$ cat config.mk
export PLATFORM = sky130hd
export DESIGN_NAME = detransposer
export DESIGN_NICKNAME = d
export VERILOG_FILES = /design/src/rtl/stripes_pkg.sv /design/src/rtl/detransposer_lane.sv /design/src/rtl/detransposer.sv
export SDC_FILE = /design/constraint.sdc
export NUM_CORES = 1
export LEC_CHECK = 0
export CORE_MARGIN = 4
export CORE_UTILIZATION = 30
export DETAILED_ROUTE_END_ITERATION = 6
export SLEW_MARGIN = 25
export SYNTH_ARGS = -nofsm -noshare
export SYNTH_HDL_FRONTEND = slang
export SYNTH_SLANG_ARGS = --single-unit
$ cat constraint.sdc
create_clock -name clk -period 16.5 [get_ports clk]
set_clock_uncertainty 0.15 [all_clocks]
set_input_delay 2.475 -clock clk [delete_from_list [all_inputs] [get_ports clk]]
set_output_delay 2.475 -clock clk [all_outputs]
set_load 0.1 [all_outputs]
$ cat src/rtl/stripes_pkg.sv
// Shared definitions for the bit-serial to bit-parallel detransposer.
//   state_t         : collector state (COLLECT accepts slices, HOLD parks a
//                     completed brick while the output register is occupied)
//   *_DEFAULT       : default word length, lane count and bit-counter width
//   BRICK_W_DEFAULT : width of one brick (WORDS x WL bits) at the defaults
//   brick_width()   : brick width for an arbitrary WL / WORDS pair
package stripes_pkg;

  typedef enum logic [0:0] {
    COLLECT = 1'b0,
    HOLD    = 1'b1
  } state_t;

  localparam int WL_DEFAULT       = 16;
  localparam int WORDS_DEFAULT    = 16;
  localparam int CNT_BITS_DEFAULT = 4;
  localparam int BRICK_W_DEFAULT  = WL_DEFAULT * WORDS_DEFAULT;

  function automatic int brick_width(input int wl, input int words);
    return wl * words;
  endfunction

endpackage

$ cat src/rtl/detransposer_lane.sv
// One serial lane of the detransposer: collects the bits of a single word.
// Optional feature macro: STRIPES_DETRANSPOSE_PREC_EN (adds the prec input and
// sign extension of the word above bit prec).
// Ports:
//   clk, rst : clock, asynchronous active-high reset (clears the accumulator)
//   we       : a slice is accepted this cycle; bit_in lands at bit position cnt
//   cnt      : bit position of the current slice
//   bit_in   : this lane's bit of the current slice
//   prec     : (macro only) index of the word's top valid bit, <= WL-1
//   word     : accumulator with the current bit merged in (when we) and,
//              with the macro, sign-extended above bit prec
module detransposer_lane
  import stripes_pkg::*;
#(
  parameter int WL       = WL_DEFAULT,
  parameter int CNT_BITS = CNT_BITS_DEFAULT
) (
  input  logic                clk,
  input  logic                rst,
  input  logic                we,
  input  logic [CNT_BITS-1:0] cnt,
  input  logic                bit_in,
`ifdef STRIPES_DETRANSPOSE_PREC_EN
  input  logic [CNT_BITS-1:0] prec,
`endif
  output logic [WL-1:0]       word
);

  logic [WL-1:0] acc;
  logic [WL-1:0] merged;

  // Accumulator: decode cnt into a one-hot write enable for the incoming bit.
  always_ff @(posedge clk or posedge rst) begin
    if (rst) begin
      acc <= '0;
    end else if (we) begin
      for (int k = 0; k < WL; k++) begin
        if (cnt == CNT_BITS'(k)) begin
          acc[k] <= bit_in;
        end
      end
    end
  end

  // Bypass the current bit so a completed brick can leave on the same edge
  // its last slice arrives.
  always_comb begin
    merged = acc;
    for (int k = 0; k < WL; k++) begin
      if (we && (cnt == CNT_BITS'(k))) begin
        merged[k] = bit_in;
      end else begin
        merged[k] = acc[k];
      end
    end
  end

`ifdef STRIPES_DETRANSPOSE_PREC_EN
  // Bits above prec are stale from earlier bricks; replace them with the sign bit.
  always_comb begin
    word = merged;
    for (int k = 0; k < WL; k++) begin
      if (CNT_BITS'(k) > prec) begin
        word[k] = merged[prec];
      end else begin
        word[k] = merged[k];
      end
    end
  end
`else
  // Full-length words only: no extension.
  always_comb begin
    word = merged;
  end
`endif

endmodule

$ cat src/rtl/detransposer.sv
// Bit-serial to bit-parallel collector. WORDS lanes deliver one bit per word
// per cycle, LSB first; after WL accepted slices the brick is presented on a
// valid/ready output. A second completed brick can be parked (HOLD) while the
// output is stalled, so back-to-back bricks flow without bubbles.
// Optional feature macro: STRIPES_DETRANSPOSE_PREC_EN -- adds i_prec; each
// brick then ends after i_prec+1 slices (i_prec sampled on the first slice)
// and every word is sign-extended from bit i_prec. i_prec must be <= WL-1.
// Ports:
//   clk, rst : clock, asynchronous active-high reset
//   i_valid  : i_stream holds a valid bit slice
//   o_ready  : collector accepts a slice this cycle (COLLECT state)
//   i_stream : bit slice, lane j = current bit of word j
//   i_prec   : (macro only) precision-1 of the brick
//   o_valid  : o_data holds a complete brick
//   i_ready  : downstream accepts o_data this cycle
//   o_data   : completed brick, word j at o_data[j*WL +: WL]
module detransposer
  import stripes_pkg::*;
#(
  parameter int WL       = WL_DEFAULT,
  parameter int WORDS    = WORDS_DEFAULT,
  parameter int CNT_BITS = CNT_BITS_DEFAULT
) (
  input  logic                   clk,
  input  logic                   rst,
  input  logic                   i_valid,
  output logic                   o_ready,
  input  logic [WORDS-1:0]       i_stream,
`ifdef STRIPES_DETRANSPOSE_PREC_EN
  input  logic [CNT_BITS-1:0]    i_prec,
`endif
  output logic                   o_valid,
  input  logic                   i_ready,
  output logic [WL*WORDS-1:0]    o_data
);

  localparam int BRICK_W = brick_width(WL, WORDS);

  state_t              state;
  state_t              next_state;
  logic [CNT_BITS-1:0] cnt;
  logic [CNT_BITS-1:0] last_idx;
  logic                accept;
  logic                last;
  logic                out_free;
  logic                load_out;
  logic                next_valid;
  logic [BRICK_W-1:0]  brick;

`ifdef STRIPES_DETRANSPOSE_PREC_EN
  logic [CNT_BITS-1:0] prec_q;
  logic [CNT_BITS-1:0] prec_cur;

  // On the first slice of a brick the precision comes straight from i_prec;
  // afterwards (and in HOLD) the sampled copy is used.
  always_comb begin
    if ((state == COLLECT) && (cnt == '0)) begin
      prec_cur = i_prec;
    end else begin
      prec_cur = prec_q;
    end
  end

  // Capture the brick precision with its first slice.
  always_ff @(posedge clk or posedge rst) begin
    if (rst) begin
      prec_q <= '0;
    end else if (accept && (cnt == '0)) begin
      prec_q <= i_prec;
    end
  end

  assign last_idx = prec_cur;
`else
  assign last_idx = CNT_BITS'(WL - 1);
`endif

  // o_ready depends on the state register only.
  assign o_ready  = (state == COLLECT);
  assign accept   = i_valid && o_ready;
  assign last     = accept && (cnt == last_idx);
  assign out_free = !o_valid || i_ready;

  for (genvar j = 0; j < WORDS; j++) begin : g_lane
    detransposer_lane #(
      .WL       (WL),
      .CNT_BITS (CNT_BITS)
    ) u_lane (
      .clk    (clk),
      .rst    (rst),
      .we     (accept),
      .cnt    (cnt),
      .bit_in (i_stream[j]),
`ifdef STRIPES_DETRANSPOSE_PREC_EN
      .prec   (prec_cur),
`endif
      .word   (brick[j*WL +: WL])
    );
  end

  // Next-state and output-load decisions.
  always_comb begin
    next_state = state;
    load_out   = 1'b0;
    case (state)
      COLLECT: begin
        if (last) begin
          if (out_free) begin
            load_out   = 1'b1;
            next_state = COLLECT;
          end else begin
            next_state = HOLD;
          end
        end else begin
          next_state = COLLECT;
        end
      end
      HOLD: begin
        if (i_ready) begin
          load_out   = 1'b1;
          next_state = COLLECT;
        end else begin
          next_state = HOLD;
        end
      end
      default: begin
        next_state = COLLECT;
      end
    endcase
    if (load_out) begin
      next_valid = 1'b1;
    end else begin
      next_valid = o_valid && !i_ready;
    end
  end

  // State register.
  always_ff @(posedge clk or posedge rst) begin
    if (rst) begin
      state <= COLLECT;
    end else begin
      state <= next_state;
    end
  end

  // Bit counter: advances per accepted slice, wraps after the last one.
  always_ff @(posedge clk or posedge rst) begin
    if (rst) begin
      cnt <= '0;
    end else if (accept) begin
      cnt <= last ? '0 : (cnt + CNT_BITS'(1));
    end
  end

  // Output register: o_data changes only when a brick is loaded.
  always_ff @(posedge clk or posedge rst) begin
    if (rst) begin
      o_valid <= 1'b0;
      o_data  <= '0;
    end else begin
      o_valid <= next_valid;
      if (load_out) begin
        o_data <= brick;
      end
    end
  end

endmodule

==> results of run 1 <==
worst max-delay path by stage:
stage            start          end  slack (ps)
2_1_floorplan      rst       cnt[0]        6840
3_3_place_gp   i_valid    o_data[2]       10550
3_5_place_dp   i_valid  o_data[231]       10470
4_1_cts        i_valid  o_data[214]       11110
5_1_grt        i_valid  o_data[140]       10950
6_report       i_valid  o_data[214]       11090
kinds of logic (layout without fill, tap and decap cells):
kind of cell,count (synthesis),in the layout,synth area share [%]
AO/OA/AOI/OAI,8,8,0.230
multiplexers,512,512,29.5
flip-flops,518,518,66.3
AND/OR/NAND/NOR,32,32,1.29
buffers and inverters,70,397,2.36
XOR/XNOR,1,1,0.0448
adder cells (fa/ha/maj),4,4,0.256
final cells by class:
class,count,share of cell area (%)
Clock buffer,83,6.53
Clock inverter,14,0.560
Inverter,5,0.0901
Multi-Input combinational cell,557,24.7
Sequential cell,518,51.8
Tap cell,855,4.28
Timing Repair Buffer,295,12.0
state kept, by name, indices dropped and copies added (netlist names):
| name | cells |
|---|---|
| g_lane.u_lane.acc | 256 |
| cnt | 4 |
| state | 1 |
| o_data | 256 |
| o_valid | 1 |
through the flow:
step | cell area, um^2 | hold WS (ps)
after floorplan | 19600 | 316
after global placement | 23100 | 325
after detailed placement | 23200 | 327
after CTS | 24900 | 340
after global routing | 25000 | 348
final | 25000 | 339
cells in the final DEF, fill, tap and decap left out, drive strengths merged, types with 2 or more instances in the layout:
| cell type | n |
|---|---|
| a21oi | 2 |
| buf | 18 |
| bufinv | 2 |
| clkbuf | 83 |
| clkdlybuf4s50 | 277 |
| clkinv | 9 |
| clkinvlp | 3 |
| dfrtp | 518 |
| ha | 4 |
| inv | 5 |
| mux2 | 512 |
| nand2 | 13 |
| nor2 | 5 |
| nor3 | 4 |
| nor4b | 2 |
| o21ai | 4 |
layer usage:
metal | wire, um | part of all wire [%]
met4 | 935 | 1.9
met3 | 2420 | 4.9
met1 | 22300 | 45
met5 | 0 | 0
met2 | 23500 | 48
==> summary.md, run 1 <==
| Metric | Value |
|---|---|
| Final HPWL DP | 30600 um |
| Post-synthesis register bit count | 518 |
| Final min period | 5410 ps |
| RSZ-0062 raised after global routing | false |
| DRC Markers | 0 |
| Number of buffers and inverters on the critical path | 3 |
| Reg2reg end | o_data[214] |
| Top cell type's share of synthesized area | 66.3% |
| Ys async rst share | 100% |
| Reg-to-Reg Start | cnt[3] |
| Fmax | 0.185 GHz |
| Hold WC Path Type | reg -> reg |
| Post-route ant nets | 0 |
| Longest Clk Path Bufs | 3 |
| Die area | 69300 um^2 |
| Primary FF master, synth | dfrtp_1 |
| Final Hold Viols | 0 |
| Seq/Total Area, Yosys | 66.3% |
| Crit. path cell count | 7 |
| Final nets | 1456 |
| Top cells by area, synth | dfrtp_1, mux2_2, buf_6 |
| Min-delay src | g_lane[8].u_lane.acc[8] |
| CTS tree | done |
| Worst path required time | 16810 ps |
| Family with the most delay on the worst path | buffers and inverters |
| Worst-skew pair later-pin latency | 590 ps |
| WS Path Type | in -> reg |
| Final setup vio count | 0 |
| DRT Wirelength | 49100 um |
| Cell Rows | 93 |
| Placed instance count | 2228 |
| Setup bufs post-CTS | 0 |
| Largest net degree at the start of global routing | 187 |
| Sequential Area | 13000 um^2 |
| Count of flip-flops with a built-in enable after synthesis | 0 |
| FF-to-FF setup slack | 12690 ps |
| CP Launch Type | input pin |
| Ant diodes | 0 |
| Dominant cell type by area after synthesis | dfrtp_1 |
| Mapped Avg Cell Area | 17.1 um^2 |
| Hold_buf cts | 0 |
| Worst setup margin | 11090 ps |
| Met2 Use GR | 23.2% |
| Grt met1 use | 19.2% |
| Clock-pin transition on the worst setup and hold timing paths | 60 ps |
| Initial Util | 30.3% |
| Worst-path fanout max | 67 |
| Multi-input logic area | 6190 um^2 |
| Syn nets | 1169 |
| Post-CTS sizing | 0 |
| Crit-path most repeated cell | buf_4 |
| Layout cell share with drive strength beyond 1 | 42.6% |
| Fill cells | 5953 |
| GRT overflow | 0 |
| I/O pin cnt | 278 |
| Worst Path Arrival | 5720 ps |
| Die X-Extent | 263 um |
| CTS Buf Count | 55 |
| CTS H-tree lvls | 2 |
| Root Driver | clkbuf_16 |
| Die Span Y | 263 um |
| Min-Delay Path Depth | 1 |
| Total track usage | 14.0% |
| Syn Inst Count | 1145 |
| GRT met3 Usage | 2.90% |
| Period utilisation layout | 32.8% |
| GRT Max-Usage Layer | met2 |
| Most numerous cell in the Yosys netlist | dfrtp_1 |
| Final non-filler cell total | 2327 |
| Core Util, Final | 38.8% |
| Global-route wire length before repair | 74700 um |
| GPL Wtd Cong | 0.721 |
| Core ar. | 64500 um^2 |
| Synth Warn # | 0 |
| Commonest cells post-synth | dfrtp_1, mux2_2, buf_2, buf_6, clkbuf_1 |
| Cell Area, Synth | 19500 um^2 |
| Initial DRC Count | 395 |
| Hold path endpoint | g_lane[8].u_lane.acc[8] |
| Register-to-Register Path Depth | 6 |
| Max-Cap Viols | 0 |
| Final Max Tran Viols | 0 |
| Setup_tns | 0 ps |
| Crit path max-delay cell type | buf_4 |
| Antenna violations before repair | 0 |
| Drt first pass iters | 4 |
| Average wire per standard cell | 21.1 um |
| Distinct cell type count after synthesis | 28 |
| Vias | 10534 |
| Area Growth Syn to Fin | 27.9% |
| Critical Path End Type | register |
| Post-place setup slack | 10470 ps |
| Crit path largest cell delay | 790 ps |
| Number of global-route vias before repair | 11448 |
| # port buffers | 277 |
| Slew margin rel. | 29.9% |
| Worst-Margin Slew | 1050 ps |
| Via density | 4.53 |
| Status | complete, no violations |
| Clock sink count | 518 |
| Worst-path cell chain | clkdlybuf4s50_1 > nand3b_1 > nor2_4 > o22ai_4 > buf_4 > buf_4 > mux2_2 |
Power of run 1 is not shown: default switching activity piles up to over one toggle a cycle in this logic, so the estimate is an artifact.
==> run 2: changes to the inputs <==
- clock period: 16.5 -> 4.65 ns (I/O delays scaled with it)
==> run 2 against run 1 <==
Compared with the run above: cell count increased by 0.99%; register-to-register slack worse by 11000 ps; global-route usage rose by 0.61 points; worst hold slack improved by 1.2 ps; critical path type is now reg -> out.
==> summary.md, run 2 (synthesized netlist as in run 1, its figures left out) <==
| Metric | Value |
|---|---|
| Status | complete, no violations |
| Die area | 69300 um^2 (unchanged) |
| Final HPWL DP | 32500 um (+6.2%) |
| DRT Wirelength | 51100 um (+4.0%) |
| Worst Path Arrival | 2280 ps (-3440 ps) |
| Drt first pass iters | 4 (unchanged) |
| Number of buffers and inverters on the critical path | 2 (-1) |
| Total track usage | 14.7% (+0.61 points) |
| Final min period | 3130 ps |
| Reg-to-Reg Start | cnt[3] |
| Crit path max-delay cell type | clkdlybuf4s50_1 |
| Worst hold slack | 340 ps (+1.22 ps) |
| Post-Place Cell Area | 23300 um^2 (+0.74%) |
| Worst-path fanout max | 8 (-88%) |
| Fin area | 25200 um^2 (+0.91%) |
| Root Driver | clkbuf_16 |
| Family with the most delay on the worst path | buffers and inverters |
| Final Hold Viols | 0 (unchanged) |
| FF-to-FF setup slack | 1670 ps (-11020 ps) |
| Most common library cell in the layout ignoring fill and taps | dfrtp_1 |
| Fmax | 0.320 GHz |
| Setup bufs post-CTS | 0 (unchanged) |
| Slew margin rel. | 26.1% (-3.8 points) |
| Largest net degree at the start of global routing | 108 (-42%) |
| Sequential Area | 13000 um^2 (unchanged) |
| Ant diodes | 0 (unchanged) |
| Die Span Y | 263 um (unchanged) |
| Fill cells | 5990 (+0.62%) |
| Clock-pin transition on the worst setup and hold timing paths | 60 ps (about the same) |
| Multi-input logic area | 6180 um^2 (-0.14%) |
| Number of global-route vias before repair | 11605 (+1.4%) |
| Register-to-Register Path Depth | 5 (-1) |
| Critical Path End Type | output pin |
| Final nets | 1474 (+1.2%) |
| CTS Buf Count | 56 (+1.8%) |
| Worst-path cell chain | inv_1 > clkdlybuf4s50_1 |
| Min-Delay Path Depth | 1 (unchanged) |
| CP Launch Type | register |
| Hold WC Path Type | reg -> reg |
| GPL Wtd Cong | 0.720 (about the same) |
| Via density | 4.52 (about the same) |
| Hold_buf cts | 0 (unchanged) |
| Vias | 10633 (+0.94%) |
| Initial DRC Count | 487 (+23%) |
| Average wire per standard cell | 21.7 um (+3.0%) |
| Post-route ant nets | 0 (unchanged) |
| Clock sink count | 518 (unchanged) |
| Min-delay src | g_lane[3].u_lane.acc[9] |
| Die X-Extent | 263 um (unchanged) |
| Longest Clk Path Bufs | 3 (unchanged) |
| Cell Rows | 93 (unchanged) |
| Commonest non-fill, non-tap cells in the layout | dfrtp_1, mux2_2, clkdlybuf4s50_1, clkbuf_16, buf_4 |
| Setup_tns | 0 ps (unchanged) |
| # port buffers | 277 (unchanged) |
| Core Util, Final | 39.1% (+0.35 points) |
| Max-Cap Viols | 0 (unchanged) |
| I/O pin cnt | 278 (unchanged) |
| Core ar. | 64500 um^2 (unchanged) |
| Global-route wire length before repair | 77600 um (+3.9%) |
| Worst-Margin Slew | 1110 ps (+57.3 ps) |
| Layout cell share with drive strength beyond 1 | 43.8% (+1.2 points) |
| CP startpoint | state |
| Worst-skew pair later-pin latency | 590 ps (about the same) |
| Initial Util | 30.3% (unchanged) |
| Crit path largest cell delay | 1130 ps (+340 ps) |
| Hold path endpoint | g_lane[3].u_lane.acc[9] |
| Reg2reg end | o_data[177] |
| CTS H-tree lvls | 2 (unchanged) |
| RSZ-0062 raised after global routing | false |
| CTS tree | done |
| Area Growth Syn to Fin | 29.1% |
| Period utilisation layout | 67.3% |
| WS Path Type | reg -> out |
| Final setup vio count | 0 (unchanged) |
| Biggest regs | g_lane.u_lane.acc x256, o_data x256, cnt x4 |
| DRC Markers | 0 (unchanged) |
| Post-CTS sizing | 0 (unchanged) |
| Worst path required time | 3800 ps (-13010 ps) |
| GRT overflow | 0 (unchanged) |
| Antenna violations before repair | 1 (+1) |
| Final Max Tran Viols | 0 (unchanged) |
## run 2: changes by cell type in the layout (fill, tap and decap cells not counted), moves of 3 or more
cell / previous run / this run
buf_4: 12 / 29
clkdlybuf4s50_1: 277 / 274
bufinv_16: 2 / 5
buf_12: 3 / 6
## run 2: routing by layer
metal	wire, um	up-vias	track usage [%]	share of wire [%]
met4	1230	0	4.21	2.4
met2	24300	247	24.0	48
li1	-	4645	-	-
met1	22300	5674	19.1	44
met5	0	-	0	0
met3	3170	67	4.18	6.2
## run 2: metrics by stage
stage | instances | worst slack [ps]
floorplan | 1145 | -3230
global placement | 2247 | 989
detailed placement | 2247 | 939
CTS | 2350 | 1470
global route | 2350 | 1450
finish | 2350 | 1520
## run 2: worst max path at each step
stage                  end  cells after the start
2_1_floorplan       cnt[0]                      1
3_5_place_dp   o_data[247]                      6
6_report           o_ready                      2
3_3_place_gp   o_data[247]                      6
4_1_cts            o_ready                      2
5_1_grt            o_ready                      2
## run 2: area by class of cell
type                            instances  area share, %
Tap cell                              855           4.24
Timing Repair Buffer                  312           12.3
Clock buffer                           82           6.50
Inverter                                5         0.0893
Sequential cell                       518           51.4
Clock inverter                         21           1.04
Multi-Input combinational cell        557           24.5
Power of run 2 is left out for the same reason.
==> run 3: changes to the inputs <==
- clock period: 4.65 -> 3 ns (I/O delays scaled with it)
==> run 3 against run 2 <==
Compared with the run above: global-route usage rose by 0.16 points; flip-flop and latch count did not move; cell count rose by 0.77%; final area fell by 1.7%; first-iteration DRC count fell by 11%; critical path depth rose by 5; wire length rose by 0.56%.
==> summary.md, run 3 (synthesized netlist as in run 1, its figures left out) <==
| Metric | Value |
|---|---|
| Status | complete, no violations |
| Final non-filler cell total | 2368 (+0.77%) |
| Post-route ant nets | 0 (unchanged) |
| Final nets | 1496 (+1.5%) |
| Hold_buf cts | 0 (unchanged) |
| Most common library cell in the layout ignoring fill and taps | dfrtp_1 |
| Worst-skew pair later-pin latency | 590 ps (about the same) |
| Worst-path cell chain | ha_1 > nand2_1 > nor2_4 > o22ai_4 > buf_12 > buf_12 > mux2_2 |
| Number of buffers and inverters on the critical path | 2 (unchanged) |
| CTS tree | done |
| Ant diodes | 0 (unchanged) |
| GRT overflow | 0 (unchanged) |
| Max-Cap Viols | 0 (unchanged) |
| Post-Place Cell Area | 23100 um^2 (-1.2%) |
| # port buffers | 277 (unchanged) |
| Layout cell share with drive strength beyond 1 | 61.3% (+17 points) |
| GPL Wtd Cong | 0.732 (+1.6%) |
| Commonest non-fill, non-tap cells in the layout | dfrtp_1, mux2_2, buf_4, clkbuf_16, buf_12 |
| DRC Markers | 0 (unchanged) |
| Vias | 10715 (+0.77%) |
| Final Hold Viols | 0 (unchanged) |
| Initial Util | 30.3% (unchanged) |
| Fmax | 0.414 GHz |
| Final Max Tran Viols | 0 (unchanged) |
| Period utilisation layout | 80.5% |
| Crit-path most repeated cell | buf_12 |
| Final HPWL DP | 34000 um (+4.7%) |
| Final setup vio count | 0 (unchanged) |
| Largest net degree at the start of global routing | 116 (+7.4%) |
| Setup bufs post-CTS | 0 (unchanged) |
| Antenna violations before repair | 0 (-1) |
| Clock sink count | 518 (unchanged) |
| WS Path Type | reg -> reg |
| Worst-Margin Slew | 792 ps (-313 ps) |
| Worst-path fanout max | 39 (+31) |
| Average wire per standard cell | 21.7 um (-0.21%) |
| Worst hold slack | 292 ps (-48.1 ps) |
| Family with the most delay on the worst path | buffers and inverters |
| Die area | 69300 um^2 (unchanged) |
| Worst path required time | 3310 ps (-490 ps) |
| Drt first pass iters | 4 (unchanged) |
| Crit path largest cell delay | 420 ps (-710 ps) |
| CP Launch Type | register |
| Critical Path End Type | register |
| DRT Wirelength | 51400 um (+0.56%) |
| Placed instance count | 2270 (+1.0%) |
| Core ar. | 64500 um^2 (unchanged) |
| Number of global-route vias before repair | 11838 (+2.0%) |
| Worst Path Arrival | 2730 ps (+450 ps) |
| Die Span Y | 263 um (unchanged) |
| Slew margin rel. | 47.0% (+21 points) |
| Final min period | 2420 ps |
| Area Growth Syn to Fin | 26.9% |
| CTS H-tree lvls | 2 (unchanged) |
| Total track usage | 14.8% (+0.16 points) |
| RSZ-0062 raised after global routing | false |
| Hold WC Path Type | in -> async |
| Via density | 4.52 (about the same) |
| Initial DRC Count | 434 (-11%) |
| CTS Buf Count | 55 (-1.8%) |
| Biggest regs | g_lane.u_lane.acc x256, o_data x256, cnt x4 |
| I/O pin cnt | 278 (unchanged) |
| Clock-pin transition on the worst setup and hold timing paths | 60 ps (about the same) |
| Root Driver | clkbuf_16 |
| Fin area | 24800 um^2 (-1.7%) |
| Longest Clk Path Bufs | 3 (unchanged) |
| Die X-Extent | 263 um (unchanged) |
| Global-route wire length before repair | 78500 um (+1.1%) |
| Crit path max-delay cell type | dfrtp_1 |
| Post-CTS sizing | 0 (unchanged) |
| Cell Rows | 93 (unchanged) |
==> run 3: cell count changes in the layout (fill, tap and decap cells not counted), sizes merged <==
| cell | previous run | this run |
|---|---|---|
| buf | 37 | 316 |
| bufinv | 5 | 2 |
| clkbuf | 83 | 77 |
| clkdlybuf4s50 | 274 | 19 |
| clkinv | 12 | 14 |
| clkinvlp | 2 | 4 |
| inv | 7 | 6 |
==> run 3: area by class of cell <==
type	instances	area, um^2
clock buffers	77	1550
clock inverters	21	196
fillers	6042	39700
inverters	5	22.5
multi-input cells	557	6180
flip-flops and latches	518	13000
well taps	855	1070
repair buffers	335	2830
==> run 3: routing by layer <==
metal / vias up / GRT usage, % / wire (um)
li1: 4709 / - / -
met1: 5705 / 19.8 / 23100
met2: 228 / 24.2 / 24300
met3: 73 / 4.21 / 3070
met4: 0 / 3.09 / 937
met5: - / 0 / 0
==> run 3: per-stage QoR <==
step	setup TNS (ps)	utilization [%]	worst slack (ps)
after global routing	0	38.5	472
after global placement	0	35.8	286
final	0	38.5	584
after floorplan	-2401580	-	-4640
after CTS	0	38.5	576
after detailed placement	0	35.8	250
==> run 3: path summary, 6_finish.rpt <==
check | depth (start not counted) | endpoint | slack (ps) | start
worst max-delay path | 7 | o_data[20] | 580 | cnt[0]
worst min-delay path | 3 | g_lane[3].u_lane.acc[2] | 290 | rst
worst max register to register | 7 | o_data[20] | 580 | cnt[0]
worst min register to register | 1 | g_lane[11].u_lane.acc[10] | 340 | g_lane[11].u_lane.acc[10]
max in group asynchronous | 4 | g_lane[0].u_lane.acc[6] | 1770 | rst
min in group clk | 1 | g_lane[11].u_lane.acc[10] | 340 | g_lane[11].u_lane.acc[10]
==> run 3: worst reg2reg max path, delay by kind of cell (launching register included) <==
family	cells	cell delay [ps]
buffers and inverters	2	550
DFF	1	420
muxes	1	390
and+or+nand+nor	2	330
adders and majority gates	1	300
AOI/OAI and AO/OA	1	160
Power of run 3 is left out for the same reason.
